--- src/rtl/i2c_pkg.sv ---
// Shared I2C definitions: instruction codes, engine state encoding and bit-slot phase indices.
// Used by i2c_engine and by the bus clients that drive its instruction interface.
package i2c_pkg;

  localparam logic [1:0] INST_START_TX   = 2'd0;
  localparam logic [1:0] INST_STOP_TX    = 2'd1;
  localparam logic [1:0] INST_READ_BYTE  = 2'd2;
  localparam logic [1:0] INST_WRITE_BYTE = 2'd3;

  typedef enum logic [2:0] {
    ST_IDLE,
    ST_START,
    ST_STOP,
    ST_WRITE,
    ST_READ,
    ST_DONE
  } i2c_state_e;

  localparam logic [1:0] PH_0 = 2'd0;
  localparam logic [1:0] PH_1 = 2'd1;
  localparam logic [1:0] PH_2 = 2'd2;
  localparam logic [1:0] PH_3 = 2'd3;

  localparam logic [3:0] LAST_DATA_SLOT = 4'd7;
  localparam logic [3:0] ACK_SLOT       = 4'd8;

  function automatic i2c_state_e op_state(input logic [1:0] inst);
    case (inst)
      INST_START_TX:  return ST_START;
      INST_STOP_TX:   return ST_STOP;
      INST_READ_BYTE: return ST_READ;
      default:        return ST_WRITE;
    endcase
  endfunction

endpackage

--- src/rtl/i2c_engine_quarter_timer.sv ---
// Quarter-SCL-period timer: emits a one-cycle tick every QUARTER_CYCLES clocks while running
// and tracks the 2-bit phase of the current bit slot; hold_i freezes both.
module i2c_quarter_timer #(
  parameter int unsigned QUARTER_CYCLES = 67
) (
  input  logic       clk_i,
  input  logic       rst_ni,
  input  logic       run_i,
  input  logic       hold_i,
  output logic       tick_o,
  output logic [1:0] phase_o
);

  localparam int unsigned CW = (QUARTER_CYCLES > 2) ? $clog2(QUARTER_CYCLES) : 1;
  localparam logic [CW-1:0] LAST = CW'(QUARTER_CYCLES - 1);

  logic [CW-1:0] r_cnt;
  logic [1:0]    r_phase;

  assign tick_o  = run_i && !hold_i && (r_cnt == LAST);
  assign phase_o = r_phase;

  always_ff @(posedge clk_i) begin
    if (!rst_ni || !run_i) begin
      r_cnt   <= '0;
      r_phase <= '0;
    end else if (!hold_i) begin
      if (r_cnt == LAST) begin
        r_cnt   <= '0;
        r_phase <= r_phase + 2'd1;
      end else begin
        r_cnt <= r_cnt + CW'(1);
      end
    end
  end

endmodule

--- src/rtl/i2c_engine.sv ---
// Byte-level I2C master executing one START/STOP/READ_BYTE/WRITE_BYTE primitive per request.
// Optional clock stretching support is enabled with `define I2C_CLOCK_STRETCH_EN.
module i2c_engine
  import i2c_pkg::*;
#(
  parameter int unsigned QUARTER_CYCLES = 67
) (
  input  logic       clk_i,
  input  logic       rst_ni,
  input  logic [1:0] instruction_i,
  input  logic       enable_i,
  input  logic [7:0] byte_to_send_i,
  output logic [7:0] byte_received_o,
  output logic       complete_o,
  output logic       nack_o,
  output logic       scl_o,
  output logic       sda_oe_o,
  input  logic       sda_i,
  input  logic       scl_i
);

  i2c_state_e r_state;
  logic [3:0] r_slot;
  logic [7:0] r_tx;
  logic [7:0] r_rx;
  logic [7:0] r_rcv;
  logic       r_scl;
  logic       r_sda_oe;
  logic       r_nack;

  logic       w_run;
  logic       w_hold;
  logic       w_tick;
  logic [1:0] w_phase;
  logic       w_last_slot;

  assign w_run       = (r_state != ST_IDLE) && (r_state != ST_DONE);
  assign w_last_slot = (r_state == ST_START || r_state == ST_STOP) ? (r_slot == '0)
                                                                   : (r_slot == ACK_SLOT);

`ifdef I2C_CLOCK_STRETCH_EN
  // After SCL is released at p1, wait for the pin to actually read high before timing p2.
  logic r_wait_scl;

  always_ff @(posedge clk_i) begin
    if (!rst_ni || !w_run) begin
      r_wait_scl <= 1'b0;
    end else if (w_tick && w_phase == PH_1) begin
      r_wait_scl <= 1'b1;
    end else if (scl_i) begin
      r_wait_scl <= 1'b0;
    end
  end

  assign w_hold = r_wait_scl && !scl_i;
`else
  logic w_unused_scl;
  assign w_unused_scl = scl_i;
  assign w_hold       = 1'b0;
`endif

  i2c_quarter_timer #(
    .QUARTER_CYCLES(QUARTER_CYCLES)
  ) u_timer (
    .clk_i  (clk_i),
    .rst_ni (rst_ni),
    .run_i  (w_run),
    .hold_i (w_hold),
    .tick_o (w_tick),
    .phase_o(w_phase)
  );

  always_ff @(posedge clk_i) begin
    if (!rst_ni) begin
      r_state  <= ST_IDLE;
      r_slot   <= '0;
      r_tx     <= '0;
      r_rx     <= '0;
      r_rcv    <= '0;
      r_scl    <= 1'b1;
      r_sda_oe <= 1'b0;
      r_nack   <= 1'b0;
    end else begin
      case (r_state)
        ST_IDLE: begin
          if (enable_i) begin
            r_state <= op_state(instruction_i);
            r_tx    <= byte_to_send_i;
            r_slot  <= '0;
          end
        end
        ST_DONE: begin
          if (!enable_i) r_state <= ST_IDLE;
        end
        default: begin
          if (w_tick) begin
            case (r_state)
              ST_START: begin
                case (w_phase)
                  PH_0:    r_sda_oe <= 1'b0;
                  PH_1:    r_scl    <= 1'b1;
                  PH_2:    r_sda_oe <= 1'b1;
                  default: r_scl    <= 1'b0;
                endcase
              end
              ST_STOP: begin
                case (w_phase)
                  PH_0:    r_sda_oe <= 1'b1;
                  PH_1:    r_scl    <= 1'b1;
                  PH_2:    r_sda_oe <= 1'b0;
                  default: ;
                endcase
              end
              ST_WRITE: begin
                case (w_phase)
                  PH_0: r_sda_oe <= (r_slot == ACK_SLOT) ? 1'b0 : ~r_tx[7];
                  PH_1: r_scl    <= 1'b1;
                  PH_2: if (r_slot == ACK_SLOT) r_nack <= sda_i;
                  default: begin
                    r_scl <= 1'b0;
                    r_tx  <= {r_tx[6:0], 1'b0};
                  end
                endcase
              end
              ST_READ: begin
                case (w_phase)
                  PH_0: r_sda_oe <= (r_slot == ACK_SLOT);
                  PH_1: r_scl    <= 1'b1;
                  PH_2: if (r_slot != ACK_SLOT) r_rx <= {r_rx[6:0], sda_i};
                  default: begin
                    r_scl <= 1'b0;
                    if (r_slot == LAST_DATA_SLOT) r_rcv <= r_rx;
                  end
                endcase
              end
              default: ;
            endcase
            if (w_phase == PH_3) begin
              if (w_last_slot) r_state <= ST_DONE;
              else             r_slot  <= r_slot + 4'd1;
            end
          end
        end
      endcase
    end
  end

  assign byte_received_o = r_rcv;
  assign complete_o      = (r_state == ST_DONE);
  assign nack_o          = r_nack;
  assign scl_o           = r_scl;
  assign sda_oe_o        = r_sda_oe;

endmodule

--- config.mk ---
export PLATFORM = sky130hd
export DESIGN_NAME = i2c_engine
export DESIGN_NICKNAME = d
export VERILOG_FILES = /design/src/rtl/i2c_pkg.sv /design/src/rtl/i2c_engine_quarter_timer.sv /design/src/rtl/i2c_engine.sv
export SDC_FILE = /design/constraint.sdc
export NUM_CORES = 1
export LEC_CHECK = 0
export ABC_AREA = 1
export ABC_CLOCK_PERIOD_IN_PS = 2200
export BUFFER_PORTS_ARGS = -buffer_cell sky130_fd_sc_hd__buf_2
export CAP_MARGIN = 5
export CORE_ASPECT_RATIO = 1.1
export CORE_MARGIN = 2
export CORE_UTILIZATION = 50
export DETAILED_ROUTE_END_ITERATION = 10
export PLACE_DENSITY = 0.77
export SLEW_MARGIN = 25
export SYNTH_ARGS = -nofsm -noshare
export SYNTH_HDL_FRONTEND = slang
export SYNTH_SLANG_ARGS = --single-unit
--- constraint.sdc ---
create_clock -name clk_i -period 2.2 [get_ports clk_i]
set_clock_uncertainty 0.05 [all_clocks]
set_input_delay 0.44 -clock clk_i [delete_from_list [all_inputs] [get_ports clk_i]]
set_output_delay 0.44 -clock clk_i [all_outputs]
set_load 0.01 [all_outputs]
==> out/results.tsv, run 1 <==
stage	metric	value	unit
routing	DRT iter0 DRCs	175	
sta	sum of negative setup slack	0	ns
routing	Vias/cell	5.02	
yosys	gate count of the mapped netlist	317	
power_and_ir_drop	switching fraction of total power	0.440	
clocking	setup bufs post-CTS	0	
global_route	total grt overflow	0	
outcome	status	complete, no violations	
sta	min Tclk post-route	1.75	ns
clocking	clk buf depth	2	
clocking	Clk Latency, worst-skew pair	0.29	ns
yosys	synth unique cells	26	
clocking	Clock transition at path regs	0.08	ns
routing	ANT nets after route	0	
yosys	Cell Area, Synth	0.00221	mm²
sta	final setup violating endpoints	0	
floorplanning	Starting Density	0.515	
yosys	top cells by count, synth	100 x nand2_1, 43 x dfxtp_1, 36 x a21oi_1	
clocking	H-tree depth	2	
clocking	CTS tree	built	
yosys	flops & latches, synth	43	
yosys	syn_area_per_cell	6.96	µm²
routing	wire per inst	10.4	µm
sta	Hold WS	0.369	ns
sta	final period utilization	0.794	
placement	GP Congestion	0.841	
routing	residual DRC count	0	
floorplanning	Core ar.	0.00429	mm²
yosys	Synth top area share	0.390	
global_route	number of global-route vias before repair	1746	
global_route	GRT Util Overall	0.189	
floorplanning	Die Wd	67.3	µm
setup_path	Worst Path Arrival	1.89	ns
placement	IO buf count	25	
clocking	cells resized by post-CTS repair	0	
setup_path	crit-path max FO	6	
placement	placed cells	394	
setup_path	startpoint class of the critical path	flop	
global_route	initial antenna violation count	0	
cells_and_area	FILL cells	421	
sta	Hold Vio Cnt, Final	0	
power_and_ir_drop	Seq pwr share	0.366	
floorplanning	Std-Cell Rows	25	
routing	drt first pass iters	4	
power_and_ir_drop	peak supply drop	704	µV
hold_path	HP Class	input pin to flop	
cells_and_area	post-route cell area	0.00248	mm²
global_route	first-pass GRT wire length	7.27	mm
cells_and_area	layout cells sized above 1	0.164	
sta	Final Max Slew Viols	0	
power_and_ir_drop	net switching power	1.16	mW
clocking	root buf cell	clkbuf_8	
yosys	EDFF count, synth	0	
routing	final WL	4.17	mm
clocking	cts bufs inserted	5	
floorplanning	IO Count	27	
placement	Placed Area	0.00240	mm²
yosys	top-count cell post-synth	nand2_1	
sta	Fmax	572	MHz
yosys	ys flop type	dfxtp_1	
sta	Worst Tran Pin Value	0.352	ns
global_route	largest net degree at the start of global routing	30	
sta	RSZ-0062 raised after global routing	no	
sta	worst rel slew slack	0.764	
yosys	synth top area cells	dfxtp_1 39%, nand2_1 17%, a21oi_1 8.2%, ha_1 6.2%, nand3_1 5.7%	
power_and_ir_drop	P_int	1.47	mW
job	# Max-Cap Violations	0	
power_and_ir_drop	Clock Power Share	0.184	
setup_path	Setup CP Type	flop to flop	
yosys	Warnings, synthesis	0	
yosys	register area share after synthesis	0.390	
placement	Post-DP HPWL	3.04	mm
setup_path	CP required	2.34	ns
power_and_ir_drop	leakage power	1.10	nW
yosys	ys async rst share	0	
power_and_ir_drop	Tot Pwr	2.63	mW
power_and_ir_drop	Comb power frac	0.450	
clocking	clk sink count	43	
routing	DR vias	2019	
power_and_ir_drop	Cell Pwr Density	1060	mW/mm²
floorplanning	die boundary height	73.7	µm
floorplanning	die area	0.00496	mm²
clocking	Post-CTS Hold Fix Bufs	0	
setup_path	Setup crit end kind	flop	
yosys	largest area contributor in the netlist	dfxtp_1	
cells_and_area	Area Overhead vs Synth	12.5	%
cells_and_area	non-filler instance count after layout	402	
cells_and_area	Antenna Cells	0	
yosys	syn nets	343	
cells_and_area	nets@finish	373	
-- metal layers --
metal | vias up | global-route usage | share of wire
met4 | 0 | 0.0680 | 0.016
met1 | 901 | 0.233 | 0.47
met3 | 6 | 0.0413 | 0.050
li1 | 1073 | - | -
met5 | - | 0 | 0
met2 | 39 | 0.320 | 0.46
-- worst paths after layout --
| check | startpoint | endpoint | slack [ns] | cells after the start |
|---|---|---|---|---|
| setup / recovery | r_slot[0] | r_state[2] | 0.45 | 11 |
| hold / removal | byte_to_send_i[0] | r_tx[0] | 0.37 | 3 |
| setup reg to reg | r_slot[0] | r_state[2] | 0.45 | 11 |
| hold reg to reg | r_tx[0] | r_tx[0] | 0.41 | 2 |
-- cell usage in the layout (no fill, tap or decap), drive strengths merged --
| cell | instances |
|---|---|
| a21boi | 1 |
| a21oi | 36 |
| buf | 29 |
| clkbuf | 6 |
| clkinv | 2 |
| clkinvlp | 1 |
| dfxtp | 43 |
| ha | 11 |
| inv | 31 |
| nand2 | 107 |
| nand3 | 28 |
| nand4 | 6 |
| nor2 | 30 |
| nor3 | 4 |
| nor3b | 1 |
| o21ai | 7 |
| or2 | 1 |
| xnor2 | 1 |
| xor2 | 3 |
-- area by class of cell --
type	instances	area, µm²	area share
multi-input combinational	236	1190	0.481
timing repair buffer	29	155	0.0625
inverter	32	121	0.0489
sequential	43	861	0.347
clock buffer	6	72.6	0.0292
tap	54	67.6	0.0272
clock inverter	2	12.5	0.00504
-- per-stage QoR --
| step | utilization | worst slack, ns |
|---|---|---|
| 6_report | 0.580 | 0.452 |
| 5_1_grt | 0.580 | 0.220 |
| 4_1_cts | 0.580 | 0.458 |
| 3_5_place_dp | 0.560 | 0.471 |
| 3_3_place_gp | 0.560 | 0.501 |
| 2_1_floorplan | - | 0.657 |
-- critical path, stage by stage, from the launching register on --
cell	delay (ns)
dfxtp_1	0.35
inv_1	0.09
ha_1	0.20
nand2_1	0.07
nor2_1	0.29
nand3_1	0.12
nand2_1	0.09
nand2_1	0.05
nand2_1	0.15
nand3_1	0.09
nand2_1	0.07
nor2_1	0.03
-- power groups by stage --
stage	combinational, mW	clock [mW]	sequential (mW)
after global routing	1.36	0.527	0.972
after floorplan	0.937	0	0.958
after CTS	1.19	0.503	0.959
after global placement	1.16	0	0.973
after detailed placement	1.19	0	0.977
final	1.18	0.484	0.961
-- flip-flops by register name (all words and copies together), names as in the netlist --
name and flops:
u_timer.phase_o 2, byte_received_o 8, r_rx 8, scl_o 1
r_tx 8, r_slot 4, nack_o 1, r_state 3
sda_oe_o 1, u_timer.r_cnt 7
-- cell families (layout without fill, tap and decap cells) --
| family | Yosys count | after routing | synth area share |
|---|---|---|---|
| AOI/OAI and AO/OA | 44 | 44 | 0.103 |
| xor gates and xnor gates | 4 | 4 | 0.0159 |
| adders and majority gates | 11 | 11 | 0.0624 |
| buffers and inverters | 38 | 69 | 0.0692 |
| DFF | 43 | 43 | 0.390 |
| and+or+nand+nor | 177 | 177 | 0.360 |
No activity file was read; power rests on OpenSTA's default activity.
==> run 2: changes to the inputs <==
- ABC_CLOCK_PERIOD_IN_PS: 2200 -> 1600
- PLACE_DENSITY: 0.77 -> 0.8
- clock period: 2.2 -> 1.6 ns (I/O delays scaled with it)
==> out/results.tsv, run 2 (synthesized netlist as in run 1, its figures left out) <==
stage	metric	value	unit	change
floorplanning	Die Wd	67.3	µm	unchanged
floorplanning	die boundary height	73.7	µm	unchanged
sta	Fmax	611	MHz	was 572 MHz
cells_and_area	post-route cell area	0.00281	mm²	was 0.00248 mm²
global_route	number of global-route vias before repair	1911		was 1,746
sta	RSZ-0062 raised after global routing	yes		was no
setup_path	Top cell by count, worst path	nand3_2		was nand2_1
job	# Max-Cap Violations	0		unchanged
clocking	Clk Latency, worst-skew pair	0.30	ns	was 0.29 ns
cells_and_area	FILL cells	367		was 421
global_route	GRT Util Overall	0.203		was 0.189
power_and_ir_drop	peak supply drop	1170	µV	was 704 µV
outcome	failing checks	negative setup slack		
power_and_ir_drop	Cell Pwr Density	1560	mW/mm²	was 1060 mW/mm²
cells_and_area	Antenna Cells	0		unchanged
setup_path	worst-path cell chain	inv_1 > ha_2 > buf_4 > nand3_2 > nand3_2 > nand2_2 > o21ai_4 > nand2_1 > a21oi_2		was inv_1 > ha_1 > nand2_1 > nor2_1 > nand3_1 > nand2_1 > nand2_1 > nand2_1 > nand3_1 > nand2_1 > nor2_1
cells_and_area	Area Overhead vs Synth	27.2	%	was 12.5%
global_route	largest net degree at the start of global routing	30		unchanged
hold_path	HP Class	input pin to flop		unchanged
placement	Placed Area	0.00248	mm²	was 0.00240 mm²
routing	wire per inst	11.8	µm	was 10.4 µm
sta	PnR worst setup slack	-0.0368	ns	was 0.452 ns
setup_path	Setup crit end kind	flop		unchanged
sta	sum of negative setup slack	-0.0368	ns	was 0 ns
power_and_ir_drop	leakage power	1.22	nW	was 1.10 nW
setup_path	CP max stage cell	dfxtp_2		was dfxtp_1
floorplanning	IO Count	27		unchanged
sta	Hold WS	0.238	ns	was 0.369 ns
sta	worst rel slew slack	0.779		was 0.764
global_route	first-pass GRT wire length	7.80	mm	was 7.27 mm
cells_and_area	layout cells sized above 1	0.313		was 0.164
placement	IO buf count	25		unchanged
placement	Post-DP HPWL	3.25	mm	was 3.04 mm
setup_path	crit-path max FO	5		was 6
routing	drt first pass iters	4		unchanged
cells_and_area	nets@finish	392		was 373
clocking	clk buf depth	2		unchanged
cells_and_area	most frequent cells in the layout	92 x nand2_1, 34 x dfxtp_1, 32 x a21oi_1		was 100 x nand2_1, 43 x dfxtp_1, 36 x a21oi_1
floorplanning	Core ar.	0.00429	mm²	unchanged
global_route	initial antenna violation count	0		unchanged
clocking	Clock transition at path regs	0.08	ns	about the same
cells_and_area	register area	877	µm²	was 861 µm²
floorplanning	Starting Density	0.515		unchanged
setup_path	Worst Path Arrival	1.81	ns	was 1.89 ns
sta	Final Max Slew Viols	0		unchanged
floorplanning	Std-Cell Rows	25		unchanged
setup_path	slowest stage delay, CP	0.35	ns	about the same
sta	final period utilization	1.02		was 0.794
global_route	total grt overflow	0		unchanged
clocking	clk sink count	43		unchanged
power_and_ir_drop	Tot Pwr	4.37	mW	was 2.63 mW
routing	DRT iter0 DRCs	171		was 175
clocking	CTS tree	built		unchanged
floorplanning	die area	0.00496	mm²	unchanged
clocking	H-tree depth	2		unchanged
setup_path	CP required	1.78	ns	was 2.34 ns
setup_path	startpoint class of the critical path	flop		unchanged
sta	Worst Tran Pin Value	0.332	ns	was 0.352 ns
outcome	status	finished with violations		was complete, no violations
cells_and_area	most common cell after layout, fill and taps aside	nand2_1		unchanged
routing	final WL	4.99	mm	was 4.17 mm
clocking	root buf cell	clkbuf_8		unchanged
placement	pre-CTS WS	-0.00231	ns	was 0.471 ns
routing	ANT nets after route	0		unchanged
placement	GP Congestion	0.897		was 0.841
sta	min Tclk post-route	1.64	ns	was 1.75 ns
setup_path	Setup CP Type	flop to flop		unchanged
sta	final setup violating endpoints	1		was 0
sta	Hold Vio Cnt, Final	0		unchanged
routing	DR vias	2174		was 2,019
cells_and_area	area of the multi-input gates	0.00133	mm²	was 0.00119 mm²
clocking	cts bufs inserted	5		unchanged
routing	residual DRC count	0		unchanged
clocking	Post-CTS Hold Fix Bufs	0		unchanged
routing	Vias/cell	5.16		was 5.02
[run 2: cell types whose count changed in the layout (fill, tap and decap cells not counted), sizes merged]
cell      delta
clkbuf       -1
nand2        +2
inv          +1
bufinv       +1
clkinvlp     -1
buf         +17
[run 2: through the flow]
step,std cells,utilization
2_1_floorplan,317,-
3_3_place_gp,405,0.579
3_5_place_dp,405,0.579
4_1_cts,413,0.608
5_1_grt,421,0.655
6_report,421,0.655
[run 2: metal layers]
metal | global-route usage | vias to the layer above | share of wire
li1 | - | 1115 | -
met1 | 0.229 | 1002 | 0.43
met2 | 0.367 | 45 | 0.51
met3 | 0.0459 | 12 | 0.038
met4 | 0.0771 | 0 | 0.025
met5 | 0 | - | 0
[run 2: where the power goes]
part           total [mW]  switching, mW  leakage, nW  internal [mW]
sequential           1.35          0.139        0.352           1.21
combinational        2.16           1.37        0.814          0.795
clock               0.856          0.391       0.0581          0.465
[run 2: final cells by class]
type                       count  area share
clock buffer                   5      0.0245
multi-input combinational    238       0.473
inverter                      32      0.0464
tap                           54      0.0241
clock inverter                 3      0.0156
sequential                    43       0.313
timing repair buffer          46       0.103
[run 2: path summary, 6_finish.rpt]
kind,from,to,slack [ns],depth (start not counted)
max,r_slot[1],r_slot[0],-0.04,9
min reg2reg,byte_received_o[0],byte_received_o[0],0.41,2
max reg2reg,r_slot[1],r_slot[0],-0.04,9
min,byte_to_send_i[0],r_tx[0],0.24,3
[run 2: what timing repair did]
action / in CTS / in global routing
hold endpoints to repair: 0 / 0
endpoints found under the setup margin: 13 / 38
resized for setup: 6 / 48
buffers inserted: 0 / 6
pin swaps: 0 / 13
gates cloned: 0 / 2
[run 2: critical path: cells and delay by family, from the launching register on]
family	cells	cell delay [ns]
simple gates	4	0.42
compound gates	2	0.38
flops	1	0.35
buf+inv	2	0.18
fa+ha+maj	1	0.18
